===== src/rtl/serializer_pkg.sv =====
// Shared types and helpers for the multilane serializer: FSM state encoding,
// default idle symbol and the counter-width function.
package serializer_pkg;

    typedef enum logic {
        TRAIN = 1'b0,
        RUN   = 1'b1
    } state_e;

    localparam logic [7:0] DEFAULT_IDLE_SYM = 8'hBC;

    function automatic int clog2(input int n);
        int w;
        w = 0;
        while ((1 << w) < n) w++;
        return w;
    endfunction

endpackage


===== src/rtl/multilane_serializer_if.sv =====
// Lane-side bus of the multilane serializer: FIFO heads and flags in,
// pops and serial streams out.
interface multilane_serializer_if #(
    parameter int LANES     = 2,
    parameter int DATA_SIZE = 8
);
    logic [LANES*DATA_SIZE-1:0] in_data;
    logic [LANES-1:0]           fifo_empty;
    logic [LANES-1:0]           fifo_almost_empty;
    logic [LANES-1:0]           up_almostfull;
    logic [LANES-1:0]           pop;
    logic [LANES-1:0]           out_serial;
    logic [LANES-1:0]           out_valid;
    logic                       word_sync;

    // master is the FIFO/downstream side, slave is the serializer
    modport master (
        output in_data, fifo_empty, fifo_almost_empty, up_almostfull,
        input  pop, out_serial, out_valid, word_sync
    );

    modport slave (
        input  in_data, fifo_empty, fifo_almost_empty, up_almostfull,
        output pop, out_serial, out_valid, word_sync
    );
endinterface


===== src/rtl/serializer_lane.sv =====
// One serial lane: pop decode, parallel-load shift register and data marker.
// SERIALIZER_IDLE_INSERT_EN selects IDLE_SYM (defined) or zeros (undefined) as filler.
module serializer_lane #(
    parameter int                   DATA_SIZE = 8,
    parameter logic [DATA_SIZE-1:0] IDLE_SYM  = '0
) (
    input  logic                 clk,
    input  logic                 reset,
    input  logic                 load,
    input  logic                 run,
    input  logic [DATA_SIZE-1:0] data,
    input  logic                 fifo_empty,
    input  logic                 fifo_almost_empty,
    input  logic                 up_almostfull,
    output logic                 pop,
    output logic                 out_serial,
    output logic                 out_valid
);
`ifdef SERIALIZER_IDLE_INSERT_EN
    localparam logic [DATA_SIZE-1:0] FILL_WORD = IDLE_SYM;
`else
    // zero filler; IDLE_SYM stays referenced so both builds share one parameter list
    localparam logic [DATA_SIZE-1:0] FILL_WORD = IDLE_SYM & {DATA_SIZE{1'b0}};
`endif

    logic                 elig;
    logic [DATA_SIZE-1:0] shift_q, shift_d;
    logic                 valid_q, valid_d;

    always_comb begin
        elig    = ~fifo_empty & ~fifo_almost_empty & ~up_almostfull;
        pop     = load & run & elig & ~reset;
        shift_d = shift_q << 1;
        valid_d = valid_q;
        if (load) begin
            shift_d = pop ? data : FILL_WORD;
            valid_d = pop;
        end
    end

    always_ff @(posedge clk or posedge reset) begin
        if (reset) begin
            shift_q <= '0;
            valid_q <= 1'b0;
        end else begin
            shift_q <= shift_d;
            valid_q <= valid_d;
        end
    end

    assign out_serial = shift_q[DATA_SIZE-1];
    assign out_valid  = valid_q;
endmodule


===== src/rtl/multilane_serializer.sv =====
// N-lane parallel-to-serial converter on a single bit clock with training phase.
// Optional macro SERIALIZER_IDLE_INSERT_EN selects IDLE_SYM filler on stalled lanes.
module multilane_serializer
    import serializer_pkg::*;
#(
    parameter int                   DATA_SIZE   = 8,
    parameter int                   LANES       = 2,
    parameter int                   TRAIN_WORDS = 4,
    parameter logic [DATA_SIZE-1:0] IDLE_SYM    = DATA_SIZE'(DEFAULT_IDLE_SYM)
) (
    input logic                    clk,
    input logic                    reset,
    multilane_serializer_if.slave  bus
);
    localparam int             CW         = (clog2(DATA_SIZE) > 0) ? clog2(DATA_SIZE) : 1;
    localparam logic [CW-1:0]  CNT_LAST   = CW'(DATA_SIZE - 1);
    localparam logic [7:0]     TRAIN_LAST = 8'(TRAIN_WORDS - 1);

    logic [CW-1:0] cnt_q, cnt_d;
    state_e        state_q, state_d;
    logic [7:0]    train_q, train_d;
    logic          loaded_q, loaded_d;
    logic          boundary, run, word_sync;
    logic [LANES-1:0] pop_w, ser_w, val_w;

    always_ff @(posedge clk or posedge reset) begin
        if (reset) begin
            cnt_q    <= '0;
            state_q  <= TRAIN;
            train_q  <= '0;
            loaded_q <= 1'b0;
        end else begin
            cnt_q    <= cnt_d;
            state_q  <= state_d;
            train_q  <= train_d;
            loaded_q <= loaded_d;
        end
    end

    always_comb begin
        cnt_d    = boundary ? '0 : cnt_q + CW'(1);
        state_d  = state_q;
        train_d  = train_q;
        loaded_d = loaded_q | boundary;
        if (boundary && state_q == TRAIN) begin
            train_d = train_q + 8'd1;
            if (train_q == TRAIN_LAST) state_d = RUN;
        end
    end

    // the first boundary marks the end of the cleared post-reset word
    always_comb begin
        boundary  = (cnt_q == CNT_LAST);
        run       = (state_q == RUN);
        word_sync = (cnt_q == '0) & loaded_q;
    end

    for (genvar i = 0; i < LANES; i++) begin : g_lane
        serializer_lane #(
            .DATA_SIZE (DATA_SIZE),
            .IDLE_SYM  (IDLE_SYM)
        ) u_lane (
            .clk               (clk),
            .reset             (reset),
            .load              (boundary),
            .run               (run),
            .data              (bus.in_data[i*DATA_SIZE +: DATA_SIZE]),
            .fifo_empty        (bus.fifo_empty[i]),
            .fifo_almost_empty (bus.fifo_almost_empty[i]),
            .up_almostfull     (bus.up_almostfull[i]),
            .pop               (pop_w[i]),
            .out_serial        (ser_w[i]),
            .out_valid         (val_w[i])
        );
    end

    assign bus.pop        = pop_w;
    assign bus.out_serial = ser_w;
    assign bus.out_valid  = val_w;
    assign bus.word_sync  = word_sync;
endmodule


===== src/flat_wrapper.sv =====
// flat-port wrapper written by rule: the top's interface ports become plain ports
module multilane_serializer_flat import serializer_pkg::*;
#(
    parameter int                   DATA_SIZE   = 8,
    parameter int                   LANES       = 2,
    parameter int                   TRAIN_WORDS = 4,
    parameter logic [DATA_SIZE-1:0] IDLE_SYM    = DATA_SIZE'(DEFAULT_IDLE_SYM)
)
  (clk, reset, bus_in_data, bus_fifo_empty, bus_fifo_almost_empty, bus_up_almostfull, bus_pop, bus_out_serial, bus_out_valid, bus_word_sync);
  multilane_serializer_if #(.LANES(LANES), .DATA_SIZE(DATA_SIZE)) bus_i ();
  input logic clk;
  input logic reset;
  input wire logic [$bits(bus_i.in_data)-1:0] bus_in_data;
  input wire logic [$bits(bus_i.fifo_empty)-1:0] bus_fifo_empty;
  input wire logic [$bits(bus_i.fifo_almost_empty)-1:0] bus_fifo_almost_empty;
  input wire logic [$bits(bus_i.up_almostfull)-1:0] bus_up_almostfull;
  output wire logic [$bits(bus_i.pop)-1:0] bus_pop;
  output wire logic [$bits(bus_i.out_serial)-1:0] bus_out_serial;
  output wire logic [$bits(bus_i.out_valid)-1:0] bus_out_valid;
  output wire logic [$bits(bus_i.word_sync)-1:0] bus_word_sync;
  assign bus_i.in_data = bus_in_data;
  assign bus_i.fifo_empty = bus_fifo_empty;
  assign bus_i.fifo_almost_empty = bus_fifo_almost_empty;
  assign bus_i.up_almostfull = bus_up_almostfull;
  assign bus_pop = bus_i.pop;
  assign bus_out_serial = bus_i.out_serial;
  assign bus_out_valid = bus_i.out_valid;
  assign bus_word_sync = bus_i.word_sync;
  multilane_serializer #(.DATA_SIZE(DATA_SIZE), .LANES(LANES), .TRAIN_WORDS(TRAIN_WORDS), .IDLE_SYM(IDLE_SYM)) u_core (.clk(clk), .reset(reset), .bus(bus_i));
endmodule

===== config.mk =====
export PLATFORM = sky130hd
export DESIGN_NAME = multilane_serializer_flat
export DESIGN_NICKNAME = d
export VERILOG_FILES = /design/src/rtl/serializer_pkg.sv /design/src/rtl/multilane_serializer_if.sv /design/src/rtl/serializer_lane.sv /design/src/rtl/multilane_serializer.sv /design/src/flat_wrapper.sv
export SDC_FILE = /design/constraint.sdc
export NUM_CORES = 1
export LEC_CHECK = 0
export BUFFER_PORTS_ARGS = -buffer_cell sky130_fd_sc_hd__buf_2
export CAP_MARGIN = 20
export CORE_MARGIN = 3
export CORE_UTILIZATION = 51
export CTS_CLUSTER_SIZE = 12
export DETAILED_ROUTE_END_ITERATION = 12
export PLACE_DENSITY = 0.77
export SYNTH_ARGS = -nofsm -noshare
export SYNTH_HDL_FRONTEND = slang
export SYNTH_SLANG_ARGS = --single-unit

===== constraint.sdc =====
create_clock -name clk -period 2.1 [get_ports clk]
set_input_delay 0.42 -clock clk [delete_from_list [all_inputs] [get_ports clk]]
set_output_delay 0.42 -clock clk [all_outputs]
set_load 0.02 [all_outputs]

* Word level (Yosys, flattened, before mapping)
Index checks and enable logic that the tools add are counted.
Operators by class: add/sub/neg operators 2, equal/unequal tests 2, multiplexer cells 5, bitwise gates (word level) 19, reductions and logical operators 3
Operators with widths (number):
- $mux W8 | 4
- $and A1 B1 Y1 | 10
- $add A8 B1 Y8 const B | 1
- $eq A8 B2 Y1 const B | 1
- $not A1 Y1 | 8
- $add A3 B1 Y3 const B | 1
- $eq A3 B3 Y1 const B | 1
- $logic_not A3 Y1 | 1
- $mux W3 | 1
- $reduce_and A2 Y1 | 1
- $logic_and A1 B1 Y1 | 1
- $or A1 B1 Y1 | 1
Word-level totals: bits in registers 31, bits of input ports 24, output and inout port bits 7, word-level logic and storage cells 39

* Depth between registers and ports, before layout
Gate-level depths: netlist of the first run.
depth after elaboration 7, depth in mapped cells 6, mapped depth without buffers 5

* Modules after synthesis
From an unflattened synthesis of the first run, not the netlist that was laid out.
Unflattened totals: cell total of the unflattened synthesis 110, area total of the unflattened synthesis 1337.5 µm²
Modules (own cells, without submodules):
- multilane_serializer | instances 1, cells each 46, area each 576.8 µm², sequential area each 325.3 µm²
- serializer_lane (u_core.g_lane[0].u_lane) | instances 1, cells each 40, area each 396.6 µm², sequential area each 225.2 µm²
- serializer_lane (u_core.g_lane[1].u_lane) | instances 1, cells each 24, area each 364.1 µm², sequential area each 225.2 µm²

* Worst setup path after synthesis of the first run
Ideal clock, no wire load.
path kind reg-to-output, from register u_core.cnt_q[0], to output bus_pop[0], data arrival time 1.403 ns, required time 1.680 ns, path slack 0.277 ns, stages on the path, launching flop included 6, buffers on the path 1, path through dfrtp_1 ha_1 ha_1 nand3b_2 nor4_4 buf_4
Between the ends: cells in the longest elaborated chain, start to end 4
Ends and longest elaborated chain:
- start: declaration | RTL line multilane_serializer.sv:19 | logic [CW-1:0] cnt_q, cnt_d;
- start signal: assignment | RTL line multilane_serializer.sv:33 | cnt_q <= cnt_d;
- $eq A3 B3 Y1 | RTL line multilane_serializer.sv:53 | boundary = (cnt_q == CNT_LAST);
- $and A1 B1 Y1 (3 in a row) | RTL line serializer_lane.sv:32 | pop = load & run & elig & ~reset;
- end: declaration | RTL line flat_wrapper.sv:17 | output wire logic [$bits(bus_i.pop)-1:0] bus_pop;
Every way passes these cells.

* Final worst setup path of the first run
from register u_core.cnt_q[0], to output bus_pop[1]
Same word-level chain as after synthesis.

==> flow_summary.yaml, run 1 <==
die:
  row_count: 17
  core_area_um2: 2297
  dieArea_um2: 3133
  initial_utilization: 0.5545
  io_pins: 31
  die_w_um: 55.98
  fp.dieH_um: 55.98
synthesis:
  ys_ff_latch: 31
  synthCells: 92
  synthMuxAreaShare: 0.008841
  synthesis.nets: 120
  synthSimpleGateAreaFrac: 0.1238
  syn_avg_cell_area_um2: 13.84
  synth_top_family_by_area: "simple AND/OR/NAND/NOR gates"
  yosysSeqAreaShare: 0.6090
  synth_top_area_frac: 0.6090
  synth_area_um2: 1274
  synth_xor_area_frac: 0.04813
  synth_fa_ha_area_frac: 0.03929
  ys_top_cells_by_area: "dfrtp_1 61%, a22o_1 9.6%, xnor2_1 4.1%"
  synth-compound-area-share: 0.1169
  synth_warnings: 0
  ys_async_sr_fraction: 1.000
  synth_top_flop_cell: "dfrtp_1"
  yosysUniqueCellTypes: 26
  yosys.area.top_type: "dfrtp_1"
  synth_edf_count: 0
clock_tree:
  root_buffer: "clkbuf_4"
  clock-sinks: 31
  hold_buffers: 0
  numCtsBuffers: 5
  clk_path_buf_depth: 2
  htreeDepth: 2
  clk_pin_slew_worst_paths_ps: 100
  cts_tree: "yes"
  clock_latency_ps: 320
critical_path:
  critPathMaxStageDelay_ps: 420
  crit_chain: "ha_4 > ha_4 > nand3b_4 > nor4_4 > buf_4"
  r2r_end: "u_core.train_q[1]"
  path_buf_inv: 1
  end_kind: "output port"
  cp_common_cell: "ha_4"
  critical_path_class: "register to output port"
  cp_slowest_cell: "dfrtp_1"
  worstReg2RegStart: "u_core.cnt_q[0]"
  reg2reg_depth: 5
  cpLargestDelayFamily: "flip-flops"
  path_max_fanout: 3
  start_kind: "register"
  reg2reg_slack_ps: 410
  arrival_ps: 1590
  critPathRequiredTime_ps: 1680
drt:
  drt.antenna.violating_nets: 0
  wl_met1_um: 972
  drtIter0Drc: 12
  wl_per_cell_um: 14.03
  drc: 0
  post_drt_via_cell_ratio: 5.148
  wl_um: 2174
  drt_first_pass_iters: 3
  top_layer_used: "met4"
  dr_wl_met3_um: 138
  vias: 798
  routed-wl-met2_um: 1047
timing:
  drv_slew: 0
  min_period_ps: 2013
  hold_viol_final: 0
  skew_ps: 9.993
  tightest_slew_ps: 483.9
  fin_crit_sh: 0.9584
  setup_viol: 0
  rsz0062_at_grt: "yes"
  hold_slack_ps: 170.6
  fin_setup_tns_ps: 0
  timing.slew.headroom: 0.6770
  fmaxAchievable_ghz: 0.4968
layout:
  instances_no_fill: 155
  fin_nets: 154
  num-fill-cells: 177
  drive_above_1_share: 0.3780
  layout.area.seq_um2: 775.7
  final_area_um2: 1529
  multiInputGateArea_um2: 462.9
  diodes: 0
  syn_to_final_growth_pct: 20.04
run:
  drv_cap: 0
place:
  dp.cells: 145
  port_buffers: 30
  dpl_cell_area_um2: 1428
  dp.final_hpwl_um: 1519
  gp_congestion: 0.7311
global_route:
  grt_usage: 0.1612
  grt_pass1_wl_um: 3822
  grt_pass1_vias: 830
  grt_overflow_total: 0
  grt_max_degree: 32
  grt_antenna_before_repair: 0
pwr:
  p_total_mw: 0.9732
  p_leak_nw: 0.7937
  peakVddDrop_mv: 0.5562
  power_density_nw_per_um2: 636.5
status:
  status: "finished clean"
min_path:
  worst_hold_path_type: "input pin to async pin"
state kept, by name, summed over array words and instances (netlist names):
name,count
u_core.cnt_q,3
u_core.g_lane.u_lane.out_valid,2
u_core.g_lane.u_lane.shift_q,16
u_core.loaded_q,1
u_core.run,1
u_core.train_q,8
final cells by class:
| class | instances | area share |
|---|---|---|
| clock buffers | 7 | 0.02946 |
| inverters | 4 | 0.009820 |
| clock inverters | 1 | 0.003273 |
| well taps | 28 | 0.02291 |
| flip-flops and latches | 31 | 0.5074 |
| repair buffers | 35 | 0.1244 |
| multi-input cells | 49 | 0.3028 |
per-layer routing:
metal  track usage  up-vias
li1              -      387
met1        0.2042      389
met2        0.2387       20
met3       0.08353        2
met4       0.05085        0
met5             0        -
logic make-up after synthesis:
kind of cell             count (synthesis)
adder cells (fa/ha/maj)                  4
multiplexers                             1
buffers and inverters                   12
flip-flops                              31
AO/OA/AOI/OAI                           17
AND/OR/NAND/NOR                         20
XOR/XNOR                                 7
metrics by stage:
step | worst slack [ps] | utilization
finish | 87.29 | 0.6656
global route | -36.62 | 0.6656
CTS | 3.244 | 0.6443
detailed placement | 319.4 | 0.6215
global placement | 405.6 | 0.6215
floorplan | 277.1 | -
cell usage in the layout, fill, tap and decap left out:
cell type / n
buf_4: 6
xor2_1: 1
and4b_1: 1
mux2_1: 1
nand4_1: 4
and3b_1: 1
nor4_1: 1
nor4_4: 2
inv_1: 4
a22o_1: 14
clkinv_2: 1
dfrtp_1: 31
nand2_1: 2
nor2b_1: 1
clkbuf_4: 5
and2_1: 2
clkbuf_1: 2
xnor2_1: 6
a41o_1: 1
or2_2: 1
a21o_1: 1
ha_4: 2
nand3b_4: 1
buf_2: 29
and3_1: 1
nor2_1: 2
ha_1: 2
a21o_2: 1
and2b_1: 1
cell usage after synthesis (2+ instances only):
| cell type | instances |
|---|---|
| a22o_1 | 14 |
| and2_1 | 2 |
| buf_4 | 6 |
| dfrtp_1 | 31 |
| ha_1 | 4 |
| inv_1 | 4 |
| nand2_1 | 2 |
| nand4_1 | 4 |
| nor2_1 | 2 |
| nor4_4 | 2 |
| xnor2_1 | 6 |
repair_timing:
action                     in CTS  in global routing
setup endpoints to repair       2                  2
resized for setup               1                  5
pin swaps                       0                  3
buffers inserted                0                  2
where the power goes:
part / total (mW) / leakage (nW) / switching, mW / internal [mW]
Clock: 0.324 / 0.0293 / 0.194 / 0.130
Sequential: 0.603 / 0.411 / 0.00166 / 0.602
Combinational: 0.0460 / 0.353 / 0.0237 / 0.0224
worst max path at each step:
stage	from	endpoint	slack (ps)	depth (start not counted)
floorplan	u_core.cnt_q[0]	bus_pop[0]	280	5
global placement	u_core.cnt_q[0]	bus_pop[0]	410	5
detailed placement	u_core.cnt_q[0]	bus_pop[1]	320	5
CTS	u_core.cnt_q[0]	bus_pop[1]	3	5
global route	u_core.cnt_q[0]	bus_pop[1]	-40	5
finish	u_core.cnt_q[0]	bus_pop[1]	90	5
worst min-delay path: cells and delay by family:
family / cells / cell delay (ps)
buffers and inverters: 3 / 490
(Power assumes the default switching activity.)
==> run 2, diff against run 1 <==
--- a/config.mk
+++ b/config.mk
@@ -12,6 +12,7 @@
 export CTS_CLUSTER_SIZE = 12
 export DETAILED_ROUTE_END_ITERATION = 12
 export PLACE_DENSITY = 0.77
+export REMOVE_ABC_BUFFERS = 1
 export SYNTH_ARGS = -nofsm -noshare
 export SYNTH_HDL_FRONTEND = slang
 export SYNTH_SLANG_ARGS = --single-unit
==> run 2 against run 1 <==
Sequential cell count unchanged. Total power increased by 17%. Global-route usage is 0.77 points higher. Routed wire length grew 5.4%. Largest power group unchanged. Via count increased by 1.0%.
==> flow_summary.yaml, run 2 (synthesis results as in run 1) <==
status:
  status: "finished clean"
global_route:
  grt_antenna_before_repair: 0
  grt_use_met1: 0.2190
  grt_overflow_total: 0
  grt-busiest-layer: "met2"
  grt_pass1_wl_um: 4084
  grt_pass1_vias: 873
  grt_usage: 0.1689
  grt_max_degree: 20
  met3_usage: 0.06497
  use_met2: 0.2621
die:
  core_area_um2: 2297
  die_w_um: 55.98
  io_pins: 31
  initial_utilization: 0.5545
  row_count: 17
  fp.dieH_um: 55.98
  dieArea_um2: 3133
critical_path:
  critical_path_class: "register to output port"
  arrival_ps: 1580
  end_kind: "output port"
  critPathRequiredTime_ps: 1680
  worstSetupStartpoint: "u_core.cnt_q[0]"
  start_kind: "register"
  r2r_end: "u_core.train_q[1]"
  critPathCapture: "bus_pop[1]"
  path_max_fanout: 7
  reg2reg_slack_ps: 520
  reg2reg_depth: 4
  worstReg2RegStart: "u_core.cnt_q[0]"
layout:
  syn_to_final_growth_pct: 22.50
  drive_above_1_share: 0.3810
  reg.largest.list: "u_core.g_lane.u_lane.shift_q (16), u_core.train_q (8), u_core.cnt_q (3)"
  top_register: "u_core.g_lane.u_lane.shift_q"
  final_cell_mix: "31 x dfrtp_1, 28 x buf_2, 14 x a22o_1"
  final_common_cell: "dfrtp_1"
  fin_util: 0.6792
  largest_reg_flops: 16
  diodes: 0
  fin_nets: 153
clock_tree:
  clock_latency_ps: 330
  numCtsBuffers: 5
  clk_pin_slew_worst_paths_ps: 90
  cts_tree: "yes"
  clock-sinks: 31
  root_buffer: "clkbuf_4"
  clk_path_buf_depth: 2
  htreeDepth: 2
  hold_buffers: 0
timing:
  rsz0062_at_grt: "no"
  setup_viol: 0
  fin_ws_ps: 101.1
  fmaxAchievable_ghz: 0.5003
  drv_slew: 0
  tightest_slew_ps: 512.7
  skew_ps: 7.957
  fin_setup_tns_ps: 0
  fin_crit_sh: 0.9519
  min_period_ps: 1999
  timing.slew.headroom: 0.6578
  hold_slack_ps: 123.8
  hold_viol_final: 0
drt:
  drtIter0Drc: 14
  vias: 806
  wl_um: 2291
  drt.antenna.violating_nets: 0
  drc: 0
  wl_per_cell_um: 14.88
  drt_first_pass_iters: 4
  post_drt_via_cell_ratio: 5.234
place:
  port_buffers: 30
  gp_congestion: 0.7267
  place_ws_ps: 283.6
run:
  drv_cap: 0
min_path:
  worst_hold_path_type: "input pin to async pin"
pwr:
  power_density_nw_per_um2: 732.8
  peakVddDrop_mv: 0.6817
  p_leak_nw: 0.8096
## run 2: layer usage
layer,vias to the layer above,part of all wire
met4,0,0.016
met2,19,0.49
met1,394,0.43
met3,5,0.061
li1,388,-
met5,-,0
## run 2: critical path, stage by stage, from the launching register on
cell and delay [ps]:
dfrtp_1 360, ha_1 190, ha_4 190, nand3b_4 110, nor4_4 200, buf_4 200
## run 2: per-stage QoR
step	cells	instance area [um^2]	power, mW
4_1_cts	154	1558	1.146
2_1_floorplan	84	1220	0.6312
5_1_grt	154	1560	1.186
3_3_place_gp	145	1440	0.6635
3_5_place_dp	145	1440	0.6657
6_report	154	1560	1.143
## run 2: report_power, final
group / leakage (nW) / switching (mW) / internal, mW / total, mW
clock: 0.0482 / 0.209 / 0.281 / 0.490
combinational: 0.350 / 0.0246 / 0.0249 / 0.0494
sequential: 0.411 / 0.00180 / 0.602 / 0.603
total: 0.810 / 0.236 / 0.908 / 1.14
## run 2: worst min path at each step
stage / startpoint / end / cells past startpoint
final: reset / u_core.g_lane[1].u_lane.out_valid / 2
after global routing: reset / u_core.g_lane[1].u_lane.out_valid / 2
after CTS: reset / u_core.g_lane[1].u_lane.out_valid / 2
after detailed placement: u_core.loaded_q / u_core.loaded_q / 1
after global placement: u_core.cnt_q[0] / u_core.cnt_q[0] / 1
after floorplan: u_core.loaded_q / u_core.loaded_q / 1
## run 2: layout make-up
cell class	instances	area [um^2]
sequential	31	775.7
inverter	4	15.01
timing repair buffer	34	197.7
clock buffer	6	51.30
fill	171	737.0
tap	28	35.03
clock inverter	2	35.03
multi-input combinational	49	450.4
## run 2: timing repair
item / CTS / global route
pin swaps: 1 / 1
hold endpoints to repair: 0 / 0
gates resized for setup: 4 / 1
setup buffers: 1 / 0
endpoints found under the setup margin: 2 / 2
==> run 3, diff against run 2 <==
--- a/config.mk
+++ b/config.mk
@@ -7,11 +7,13 @@
 export LEC_CHECK = 0
 export BUFFER_PORTS_ARGS = -buffer_cell sky130_fd_sc_hd__buf_2
 export CAP_MARGIN = 20
+export CELL_PAD_IN_SITES_DETAIL_PLACEMENT = 1
+export CELL_PAD_IN_SITES_GLOBAL_PLACEMENT = 2
 export CORE_MARGIN = 3
-export CORE_UTILIZATION = 51
+export CORE_UTILIZATION = 34
 export CTS_CLUSTER_SIZE = 12
 export DETAILED_ROUTE_END_ITERATION = 12
-export PLACE_DENSITY = 0.77
+export PLACE_DENSITY_LB_ADDON = 0.1
 export REMOVE_ABC_BUFFERS = 1
 export SYNTH_ARGS = -nofsm -noshare
 export SYNTH_HDL_FRONTEND = slang
==> run 3 against run 2 <==
Combinational power grew 2%. Sequential power is essentially flat. Clock skew shrank 1.9 ps. First-iteration DRC count grew 120%. Count of clock-buffer cells in the layout is the same. Sequential cell count is the same. Clock power shrank 5.7%. Critical endpoint is now bus_pop[0]. Largest cell class unchanged. Highest routed layer unchanged.
==> flow_summary.yaml, run 3 (synthesis results as in run 1) <==
critical_path:
  critical_path_class: "register to output port"
  critPathRequiredTime_ps: 1680
  arrival_ps: 1550
  end_kind: "output port"
  start_kind: "register"
  path_max_fanout: 4
drt:
  drc: 0
  drt.antenna.violating_nets: 0
  wl_um: 2638
  drtIter0Drc: 31
  vias: 818
  drt_first_pass_iters: 4
  post_drt_via_cell_ratio: 4.756
  wl_per_cell_um: 15.34
status:
  status: "finished clean"
pwr:
  power_frac_clock: 0.414
  p_total_mw: 1.117
  p_switching_mw: 0.2334
  peakVddDrop_mv: 0.4588
  power.internal_mw: 0.8838
  p_leak_nw: 0.8125
  power_density_nw_per_um2: 700.9
  swShare: 0.2089
  pwr-share-comb: 0.045
  seq_power_share: 0.541
timing:
  skew_ps: 6.031
  fin_setup_tns_ps: 0
  drv_slew: 0
  fin_crit_sh: 0.9377
  tightest_slew_ps: 582.1
  min_period_ps: 1969
  fin_ws_ps: 130.9
  rsz0062_at_grt: "no"
  setup_viol: 0
  timing.slew.headroom: 0.6115
  fmaxAchievable_ghz: 0.5079
  hold_viol_final: 0
layout:
  final_cell_mix: "31 x dfrtp_1, 28 x buf_2, 14 x a22o_1"
  reg.largest.list: "u_core.g_lane.u_lane.shift_q (16), u_core.train_q (8), u_core.cnt_q (3)"
  fin_nets: 154
  syn_to_final_growth_pct: 25.15
  top_register: "u_core.g_lane.u_lane.shift_q"
  layout.area.seq_um2: 775.7
  final_common_cell: "dfrtp_1"
  drive_above_1_share: 0.3889
  diodes: 0
  largest_reg_flops: 16
  multiInputGateArea_um2: 452.9
  num-fill-cells: 383
run:
  drv_cap: 0
clock_tree:
  clk_path_buf_depth: 2
  clock-sinks: 31
  root_buffer: "clkbuf_8"
  htreeDepth: 2
  clock_latency_ps: 280
  cts_tree: "yes"
  numCtsBuffers: 5
  clk_pin_slew_worst_paths_ps: 60
place:
  gp_congestion: 0.7393
  place_ws_ps: 233.7
  dp.final_hpwl_um: 1934
  port_buffers: 30
global_route:
  grt_pass1_vias: 888
  grt_usage: 0.1395
  grt_antenna_before_repair: 0
  grt_pass1_wl_um: 4429
  grt_max_degree: 20
  grt_overflow_total: 0
die:
  fp.dieH_um: 67.21
  die_w_um: 67.21
  row_count: 21
  dieArea_um2: 4517
  initial_utilization: 0.3672
  core_area_um2: 3468
  io_pins: 31
min_path:
  worst_hold_path_type: "input pin to async pin"
-- run 3: cell count changes in the layout (fill, tap and decap cells not counted) --
cell       change
ha_1           -1
bufinv_16      -1
buf_4          +1
clkbuf_8       +5
clkbuf_4       -5
ha_2           +1
-- run 3: path summary, 6_finish.rpt --
| check | startpoint | end | slack, ps | depth (start not counted) |
|---|---|---|---|---|
| worst max-delay path | u_core.cnt_q[1] | bus_pop[0] | 130 | 5 |
| worst min-delay path | reset | u_core.g_lane[1].u_lane.shift_q[7] | 210 | 2 |
| worst max register to register | u_core.cnt_q[1] | u_core.train_q[1] | 530 | 4 |
| worst min register to register | u_core.train_q[7] | u_core.train_q[7] | 480 | 1 |
| max in group asynchronous | reset | u_core.cnt_q[0] | 1380 | 3 |
| min in group clk | bus_in_data[0] | u_core.g_lane[0].u_lane.shift_q[0] | 360 | 2 |
-- run 3: stage by stage --
step	hold WS [ps]	instance area [um^2]	cells	util
2_1_floorplan	427.9	1220	84	-
3_3_place_gp	442.4	1463	163	0.4217
3_5_place_dp	470.1	1463	163	0.4217
4_1_cts	224.4	1555	170	0.4484
5_1_grt	253.6	1594	172	0.4596
6_report	210.7	1594	172	0.4596
-- run 3: routing by layer --
metal | global-route usage | wire length, um | up-vias
li1 | - | - | 390
met1 | 0.1753 | 1159 | 400
met2 | 0.1988 | 1229 | 24
met3 | 0.07321 | 204 | 4
met4 | 0.06076 | 45 | 0
met5 | 0 | 0 | -
-- run 3: power by group through the flow --
stage | logic [mW] | registers, mW | clock network, mW
floorplan | 0.0143 | 0.617 | 0
global placement | 0.0512 | 0.615 | 0
detailed placement | 0.0520 | 0.615 | 0
CTS | 0.0522 | 0.604 | 0.485
global route | 0.0573 | 0.604 | 0.516
finish | 0.0506 | 0.604 | 0.462
-- run 3: cell type report --
type / instances / area share
well taps: 46 / 0.03611
clock inverters: 1 / 0.003140
repair buffers: 35 / 0.1287
flip-flops and latches: 31 / 0.4867
inverters: 4 / 0.009419
clock buffers: 6 / 0.05181
multi-input cells: 49 / 0.2841
-- run 3: timing repair --
item	4_1_cts	5_1_grt
buffers inserted	0	2
gates cloned	0	0
pin swaps	0	1
hold endpoints to repair	0	0
hold buffers	0	0
resized for setup	2	4
endpoints found under the setup margin	2	2
-- run 3: worst max-delay path, stage by stage (launching register included) --
cell	delay (ps)
dfrtp_1	360
ha_2	190
ha_4	160
nand3b_4	100
nor4_4	270
buf_4	190
